File: src/rtl/booth_mult_seq.sv
// Sequential radix-4 Booth multiplier: one signed DW x DW product per DW/2+2 cycles.
// res_t carries the sign-extended product only during the single done cycle and is zero otherwise.
module booth_mult_seq #(
    parameter int DW = 32
) (
    input  logic              clk,
    input  logic              n_rst,
    input  logic              start,
    input  logic [DW-1:0]     a,
    input  logic [DW-1:0]     b,
    output logic              busy,
    output logic              done,
    output logic [2*DW+1:0]   res_t,
    output logic [1:0]        dbg_state
);

    // Handshake: start is accepted only on an edge where busy is low (IDLE);
    // requests while busy are dropped. done is a one-cycle pulse and res_t is
    // valid only in that cycle, zero in every other cycle.

    localparam int AW = 2*DW + 3;
    localparam int CW = $clog2(DW/2 + 1);

    typedef enum logic [1:0] {
        IDLE = 2'd0,
        CALC = 2'd1,
        DONE = 2'd2
    } state_t;

    state_t          state, state_next;
    logic [DW+1:0]   mcand, mcand_next;
    logic [AW-1:0]   acc, acc_next;
    logic [CW-1:0]   cnt, cnt_next;
    logic [DW+1:0]   pp;
    logic [DW+1:0]   upper_sum;
    logic [2*DW-1:0] prod_next;

    assign dbg_state = state;

    always_ff @(posedge clk or negedge n_rst) begin
        if (!n_rst) begin
            state <= IDLE;
        end else begin
            state <= state_next;
        end
    end

    // acc layout: {upper partial product (DW+2), multiplier (DW), guard bit}
    always_comb begin
        state_next = state;
        mcand_next = mcand;
        acc_next   = acc;
        cnt_next   = cnt;
        pp         = '0;
        upper_sum  = '0;
        case (state)
            IDLE: begin
                if (start) begin
                    mcand_next = {{2{a[DW-1]}}, a};
                    acc_next   = {{(DW+2){1'b0}}, b, 1'b0};
                    cnt_next   = CW'(DW/2);
                    state_next = CALC;
                end
            end
            CALC: begin
                case (acc[2:0])
                    3'b001, 3'b010: pp = mcand;
                    3'b011:         pp = mcand << 1;
                    3'b100:         pp = -(mcand << 1);
                    3'b101, 3'b110: pp = -mcand;
                    default:        pp = '0;
                endcase
                upper_sum = acc[AW-1:DW+1] + pp;
                acc_next  = AW'($signed({upper_sum, acc[DW:0]}) >>> 2);
                cnt_next  = cnt - CW'(1);
                if (cnt == CW'(1)) begin
                    state_next = DONE;
                end
            end
            DONE: begin
                state_next = IDLE;
            end
            default: begin
                state_next = IDLE;
            end
        endcase
        // After DW/2 double shifts the original upper field has moved down by DW bits.
        prod_next = acc_next[2*DW:1];
    end

    always_ff @(posedge clk or negedge n_rst) begin
        if (!n_rst) begin
            mcand <= '0;
            acc   <= '0;
            cnt   <= '0;
            busy  <= 1'b0;
            done  <= 1'b0;
            res_t <= '0;
        end else begin
            mcand <= mcand_next;
            acc   <= acc_next;
            cnt   <= cnt_next;
            busy  <= (state_next != IDLE);
            done  <= (state_next == DONE);
            res_t <= (state_next == DONE) ? {{2{prod_next[2*DW-1]}}, prod_next} : '0;
        end
    end

endmodule
File: config.mk
export PLATFORM = sky130hd
export DESIGN_NAME = booth_mult_seq
export DESIGN_NICKNAME = d
export VERILOG_FILES = /design/src/rtl/booth_mult_seq.sv
export SDC_FILE = /design/constraint.sdc
export NUM_CORES = 1
export LEC_CHECK = 0
export CAP_MARGIN = 20
export CORE_MARGIN = 2
export CORE_UTILIZATION = 55
export DETAILED_ROUTE_END_ITERATION = 12
export GPL_ROUTABILITY_DRIVEN = 0
export PLACE_DENSITY_LB_ADDON = 0.12
export SYNTH_ARGS = -nofsm -noshare
export SYNTH_HDL_FRONTEND = slang
export SYNTH_SLANG_ARGS = --single-unit
File: constraint.sdc
create_clock -name clk -period 7.35 [get_ports clk]
set_input_delay 1.1025 -clock clk [delete_from_list [all_inputs] [get_ports clk]]
set_output_delay 1.1025 -clock clk [all_outputs]
set_load 0.1 [all_outputs]
# Yosys cells after proc, flatten, opt, wreduce, memory -nomap -nowiden
# Index checks and enable logic that the tools add are counted.
totals:
  in_bits: 67
  word_cells: 39
  ff_bits: 174
classes:
  n_eq_ne: 10
  reduce_logical: 7
  add_sub_neg: 4
  n_mux: 10
op_table:
  columns: ["operator", "n"]
  rows:
  - ["34-bit one-hot mux with 4 select lines", 1]
  - ["67-bit one-hot mux with 2 select lines", 1]
  - ["34-bit negator", 2]
  - ["67-bit 2-to-1 mux", 1]
  - ["66-bit 2-to-1 mux", 1]
  - ["34-bit adder", 1]
  - ["34-bit 2-to-1 mux", 1]
  - ["5-bit one-hot mux with 2 select lines", 1]
  - ["3-bit equality test (second input constant)", 3]
  - ["3-bit by 2-bit equality test with 1-bit output (second input constant)", 2]
  - ["5-bit by 1-bit equality test with 1-bit output (second input constant)", 1]
  - ["5-bit 2-to-1 mux", 1]
  - ["5-bit by 1-bit subtractor with 5-bit output (second input constant)", 1]
  - ["2-bit 2-to-1 mux", 2]
  - ["2-bit one-hot mux with 2 select lines", 1]
  - ["2-bit AND reduction", 2]
  - ["2-bit nonzero test", 2]
  - ["2-bit OR reduction", 2]
  - ["3-bit by 1-bit equality test with 1-bit output (second input constant)", 1]
  - ["2-bit by 1-bit equality test with 1-bit output (second input constant)", 1]
  - ["2-bit equality test (second input constant)", 1]
  - ["2-bit zero test", 1]
  - ["2-bit != test (second input constant)", 1]

# Logic depth before layout (Yosys ltp)
# Gate-level depths: netlist of run 1.
depth:
  ltp_word: 7
  depth_mapped: 21

# Least setup slack after synthesis of run 1
# Ideal clock, no wire load.
synth_timing:
  path_type: "reg-to-reg"
  start: "register mcand[11]"
  end: "register res_t[62]"
  path_stages_with_launch: 18
  n_path_buf: 1
  arrival_time_ns: 4.374
  slack_ns: 2.897
  path_cell_list: "dfrtp_1 > or4_4 > or4b_4 > or4_4 > buf_6 > nor3_1 > nand2b_1 > xnor2_1 > a22oi_1 > o21ai_0 > ha_1 > and3_1 > and2_1 > a221oi_1 > o21a_1 > o21ai_0 > a21oi_1 > mux2i_1"
synth_via:
  elab_chain_len: 6
  word_cells_on_any_way: 7
  cone_classes: "add/sub (3); mux (4)"
synth_lines:
  columns: ["item", "line_no", "rtl"]
  rows:
  - ["start: declaration", "31", "logic [DW+1:0] mcand, mcand_next;"]
  - ["start signal: assignment", "100", "mcand <= mcand_next;"]
  - ["34-bit negator (on tied branches)", "70, 69", null]
  - ["34-bit one-hot mux with 4 select lines (*)", "66", "case (acc[2:0])"]
  - ["34-bit 2-to-1 mux (*)", "56", "case (state)"]
  - ["34-bit adder (*)", "73", "upper_sum = acc[AW-1:DW+1] + pp;"]
  - ["67-bit one-hot mux with 2 select lines (*)", "56", null]
  - ["66-bit 2-to-1 mux (*)", "105", "res_t <= (state_next == DONE) ? {{2{prod_next[2*DW-1]}}, prod_next} : '0;"]
  - ["end signal: assignment", "105", null]
  - ["end: declaration", "13", "output logic [2*DW+1:0] res_t,"]
# Mark *: on every way between the ends. The rest lies on a longest branch, timed or not. The select of a mux whose other input is x is not followed.
# A chain may end at the register's enable or synchronous reset.

# Worst setup path after layout of run 1
layout_timing:
  start: "register mcand[0]"
  end: "register res_t[59]"
# The elaborated chain is that of the path after synthesis.

==> results of run 1 <==
-- flip-flops by register name, summed over array words and instances, names as in the netlist --
signal     count
res_t         64
done           1
mcand         32
cnt            5
busy           1
dbg_state      2
acc           66
-- kinds of logic after synthesis --
group	Yosys count	share of synthesized area, %
simple gates	437	21.3
compound gates	346	21.4
flops	171	42.3
buf+inv	98	4.19
xor+xnor	63	5.46
fa+ha+maj	37	4.65
mux	7	0.705
-- path summary, 6_finish.rpt --
path	from	end	slack, ns	cells after the start
worst max-delay path	mcand[0]$_DFFE_PN0P_	res_t[59]$_DFF_PN0_	2.25	19
worst min-delay path	acc[56]$_DFF_PN0_	acc[56]$_DFF_PN0_	0.49	2
worst max register to register	mcand[0]$_DFFE_PN0P_	res_t[59]$_DFF_PN0_	2.25	19
worst min register to register	acc[56]$_DFF_PN0_	acc[56]$_DFF_PN0_	0.49	2
max in group asynchronous	n_rst	acc[49]$_DFF_PN0_	5.11	2
min in group asynchronous	n_rst	res_t[6]$_DFF_PN0_	0.77	1
-- routing by layer --
layer	global-route usage [%]	vias up	part of all wire, %
met5	0	-	0
met4	9.21	0	2.8
met3	5.23	56	5.4
met2	44.4	356	46
met1	41.0	4358	45
li1	-	4298	-
-- per-stage QoR --
step | cells | utilization (%) | worst slack [ns]
finish | 1494 | 67.7 | 2.25
global placement | 1461 | 64.1 | 2.48
global route | 1494 | 67.7 | 1.89
CTS | 1493 | 67.5 | 2.37
detailed placement | 1461 | 64.1 | 2.43
floorplan | 1159 | - | 2.90
-- worst register-to-register path, stage by stage, from the launching register on --
cell and delay (ns):
dfrtp_1 0.41, inv_1 0.12, ha_1 0.23, or3b_2 0.54, nor2_1 0.39, nand2b_1 0.18, nor3_1 0.22, xnor2_1 0.20
a21oi_1 0.11, a2bb2oi_1 0.16, a21oi_1 0.21, ha_1 0.33, and2_1 0.22, a211oi_1 0.27, o211ai_1 0.18, o21a_1 0.27
a21o_1 0.24, a311oi_1 0.35, xor2_1 0.23, a21oi_1 0.10
-- cell type report --
type,instances,area share [%]
multi-input cells,890,44.6
flip-flops and latches,171,35.1
repair buffers,150,12.2
clock buffers,17,3.49
well taps,229,2.35
clock inverters,15,1.59
inverters,22,0.677
-- cells in the final DEF, fill, tap and decap left out, drive strengths merged, types with 12 or more instances in the layout --
cell type,instances
ha,36
nor3,22
xor2,21
a221oi,16
a21o,19
nor2,58
and2,41
inv,27
xnor2,42
a21oi,93
buf,15
clkbuf,17
nor2b,42
clkdlybuf4s50,135
dfrtp,171
o21ai,101
and3,21
nand2,183
a22oi,42
nand3,12
==> run metrics, run 1 <==
Worst Path Required roughly 7.6 ns; vias in the first global route ~8600; Final HPWL DP around 19000 um; cell count after synthesis 1159; die width 140 um; initial antenna violation count 0; Fmax ~200 MHz; Initial Util between 50% and 60%; Via Count between 9000 and 10000; 1st-pass router iterations 9; area of the multi-input gates about 0.0054 mm2; clk_lat worst skew between 0.4 and 0.5 ns; Syn Nets 1263; Post-synth EDFFs 0; Slew @ Worst Pin 1.06 ns; clock skew roughly 0.017 ns; Port Buf Inserts 136; FF+latch area between 0.004 and 0.005 mm2; first-pass GRT wire length around 45000 um; TNS Setup 0 ns; drt via density roughly 6.1; Post-CTS Hold Buffers 0; Mapped Avg Cell Area approximately 8.7 um2; unrepaired setup endpoints after global routing no; # diodes 0; Cell Area, Synth about 0.010 mm2; worst min path class reg2reg; die area approximately 0.02 mm2; Worst Path Class, Setup reg2reg; largest area contributor in the netlist dfrtp_1; max-slew violations 0; Critical Path Start Type register; total CTS buffers 17; Final Instance Area 0.0122 mm2; final count of hold timing violations 0; post_cts resized 0; Detail Route Antenna Nets 0; Sink Count ~170; max cap viols 0; Nets around 1400; Crit-path slowest cell or3b_2; htree depth 4; Slew HR 29.1%; post-synthesis async set-or-reset flop share 100%; most used cell, CP a21oi_1; Tot GR Track Use about 29%; Worst setup EP type register; crit-path max cell delay approximately 0.54 ns; status complete, no violations; crit share post-route between 60 and 70%; clk buf depth 2; fin crit period ~5.1 ns; ys flop type dfrtp_1; Setup violations, final 0; Hold Slack approximately 0.5 ns; Rows 49; Die Ht 140 um; most frequent cell after synthesis nand2_1; Yosys top cell area share between 40% and 50%; crit path max fanout 6; # fillers 1513; clock-pin transition on the worst setup and hold timing paths 0.08 ns; Core Area 0.0180 mm2; post-synthesis cell type count 66; Area Growth Syn to Fin 20.6%; YS warnings 0; largest net degree at the start of global routing ~100; WP data arrival 5.38 ns; io pins around 140; Post-DP Area 0.0115 mm2; grt ovf 0; CTS Root Cell clkbuf_16; Seq/Total Area, Yosys around 42%; synthesized flop and latch total 171; TritonCTS clock tree yes; Post-synth top cells nand2_1, dfrtp_1, o21ai_0; routed wire length ~28000 um; top post-synthesis cells by area dfrtp_1, nand2_1, o21ai_0; postcts setup bufs 0; CP bufs+invs 1; Wirelength per Cell about 18 um; layout cells sized above 1 5.14%; 1st-iter DRT viols about 840; worst path cell trace inv_1, ha_1, or3b_2, nor2_1, nand2b_1, nor3_1, xnor2_1, a21oi_1, a2bb2oi_1, a21oi_1, ha_1, and2_1, a211oi_1, o211ai_1, o21a_1, a21o_1, a311oi_1, xor2_1, a21oi_1; cell family with most CP delay compound AO/OA/AOI/OAI gates; drt drc 0
Power of run 1 is not shown: default switching activity piles up to over one toggle a cycle in this logic, so the estimate is an artifact.
==> run 2, diff against run 1 <==
--- a/config.mk
+++ b/config.mk
@@ -7,7 +7,7 @@
 export LEC_CHECK = 0
 export CAP_MARGIN = 20
 export CORE_MARGIN = 2
-export CORE_UTILIZATION = 55
+export CORE_UTILIZATION = 51
 export DETAILED_ROUTE_END_ITERATION = 12
 export GPL_ROUTABILITY_DRIVEN = 0
 export PLACE_DENSITY_LB_ADDON = 0.12
==> constraint.sdc (replaced) <==
create_clock -name clk -period 4.62 [get_ports clk]
set_input_delay 0.693 -clock clk [delete_from_list [all_inputs] [get_ports clk]]
set_output_delay 0.693 -clock clk [all_outputs]
set_load 0.1 [all_outputs]
==> run metrics, run 2 (synthesis gave the netlist of run 1 again) <==
WP data arrival 4.91 ns (-0.47 ns); Top Registers acc x66, res_t x64, mcand x32; Largest register FFs 66 (unchanged); Setup violations, final 0 (unchanged); initial antenna violation count 1 (+1); # fillers 1598 (+5.6%); drt via density 5.81 (-4.3%); Top reg by flops acc; Post-CTS Hold Buffers 0 (unchanged); Slew HR 25.7% (-3.4 points); Hold Slack 0.374 ns (-0.118 ns); total CTS buffers 17 (unchanged); worst min path class in2async; clk_lat worst skew 0.44 ns (about the same); max cap viols 0 (unchanged); clk buf depth 2 (unchanged); Sink Count 171 (unchanged); Worst setup EP type register; Initial Util 52.0% (-4.1 points); unrepaired setup endpoints after global routing yes; 1st-iter DRT viols 883 (+5.5%); drt drc 0 (unchanged); pre-CTS WS -0.00976 ns (-2.44 ns); worst path cell trace or4_4, or4b_4, or4_4, buf_6, nor4_4, xnor2_2, nand2_1, a31o_1, a21oi_2, ha_1, a21o_1, a21oi_2, inv_1, a311oi_2, a21oi_2, a22o_1, a21o_1; Die Ht 145 um (+3.7%); 1st-pass router iterations 6 (-3); vias in the first global route 8571 (-0.83%); Via Count 9332 (+2.9%); Crit-path slowest cell or4_4; crit share post-route 99.3% (+30 points); Final Util 67.0% (-0.65 points); Port Buf Inserts 136 (unchanged); die width 145 um (+3.7%); fin crit period 4.59 ns (-0.514 ns); Fmax 218 MHz (+11%); CP bufs+invs 2 (+1); placed cells 1568 (+7.3%); Wirelength per Cell 18.0 um (-2.5%); commonest non-fill, non-tap cell in the layout nand2_1; Rows 51 (+4.1%); post-route setup slack 0.0315 ns (-2.22 ns); htree depth 4 (unchanged); Nets 1433 (+5.7%); # diodes 0 (unchanged); io pins 137 (unchanged); CTS Root Cell clkbuf_16; status complete, no violations; layout cells sized above 1 13.3% (+8.2 points); TritonCTS clock tree yes; final count of hold timing violations 0 (unchanged); Core Area 0.0195 mm2 (+8.0%); routed wire length 28900 um (+4.9%); area of the multi-input gates 0.00568 mm2 (+4.3%); die area 0.0210 mm2 (+7.6%); Worst Path Required 4.94 ns (-2.69 ns); largest net degree at the start of global routing 109 (+7.9%); Critical Path Start Type register; most used cell, CP a21oi_2; commonest cells after routing, fill and taps aside nand2_1, dfrtp_1, clkdlybuf4s50_1; Detail Route Antenna Nets 0 (unchanged); Final HPWL DP 19800 um (+6.3%); crit-path max cell delay 0.58 ns (+0.04 ns); Worst Path Class, Setup reg2reg; crit path max fanout 6 (unchanged); cell family with most CP delay simple AND/OR/NAND/NOR gates; Area Growth Syn to Fin 29.0%; clock skew 0.0144 ns (-0.00251 ns); first-pass GRT wire length 45000 um (-0.15%); fin cells 1607 (+7.6%); clock-pin transition on the worst setup and hold timing paths 0.07 ns (about the same); max-slew violations 0 (unchanged); FF+latch area 0.00428 mm2 (unchanged); Tot GR Track Use 27.5% (-1.1 points); Slew @ Worst Pin 1.11 ns (+0.0539 ns); grt ovf 0 (unchanged)
[run 2: cell type report]
cell class              count  share of cell area (%)
well taps                 265                    2.54
clock buffers              17                    3.26
flip-flops and latches    171                    32.8
clock inverters            15                    1.37
inverters                  22                   0.633
repair buffers            227                    15.9
multi-input cells         890                    43.5
[run 2: final timing paths]
kind | depth (start not counted) | to | slack [ns] | from
hold reg to reg | 2 | acc[53]$_DFF_PN0_ | 0.50 | acc[53]$_DFF_PN0_
max in group asynchronous | 2 | cnt[4]$_DFFE_PN0P_ | 3.24 | n_rst
setup / recovery | 17 | acc[62]$_DFF_PN0_ | 0.03 | mcand[10]$_DFFE_PN0P_
min in group clk | 2 | acc[53]$_DFF_PN0_ | 0.50 | acc[53]$_DFF_PN0_
setup reg to reg | 17 | acc[62]$_DFF_PN0_ | 0.03 | mcand[10]$_DFFE_PN0P_
hold / removal | 1 | res_t[6]$_DFF_PN0_ | 0.37 | n_rst
[run 2: per-layer routing]
| layer | vias up | global-route usage (%) | part of all wire [%] |
|---|---|---|---|
| met5 | - | 0 | 0 |
| met4 | 0 | 7.82 | 2.1 |
| met3 | 45 | 3.69 | 5.6 |
| met2 | 342 | 43.4 | 47 |
| met1 | 4492 | 39.7 | 45 |
| li1 | 4453 | - | - |
[run 2: repair_timing]
| action | in CTS | in global routing |
|---|---|---|
| setup endpoints to repair | 4 | 26 |
| gates cloned | 0 | 0 |
| buffers inserted | 0 | 7 |
| pin swaps | 0 | 27 |
| gates resized for setup | 2 | 54 |
[run 2: worst reg2reg max path: cells and delay by family, from the launching register on]
kind	cells	cell delay (ns)
buf+inv	2	0.24
flops	1	0.38
simple gates	5	1.91
xor+xnor	1	0.17
fa+ha+maj	1	0.27
compound gates	8	1.50
[run 2: metrics by stage]
stage / setup TNS, ns / instance area (um2)
after floorplan: 0 / 10100
after global routing: -0.619 / 13000
after global placement: 0 / 12100
after CTS: 0 / 12700
final: 0 / 13000
after detailed placement: -0.0221 / 12100
Power of run 2 is left out for the same reason.
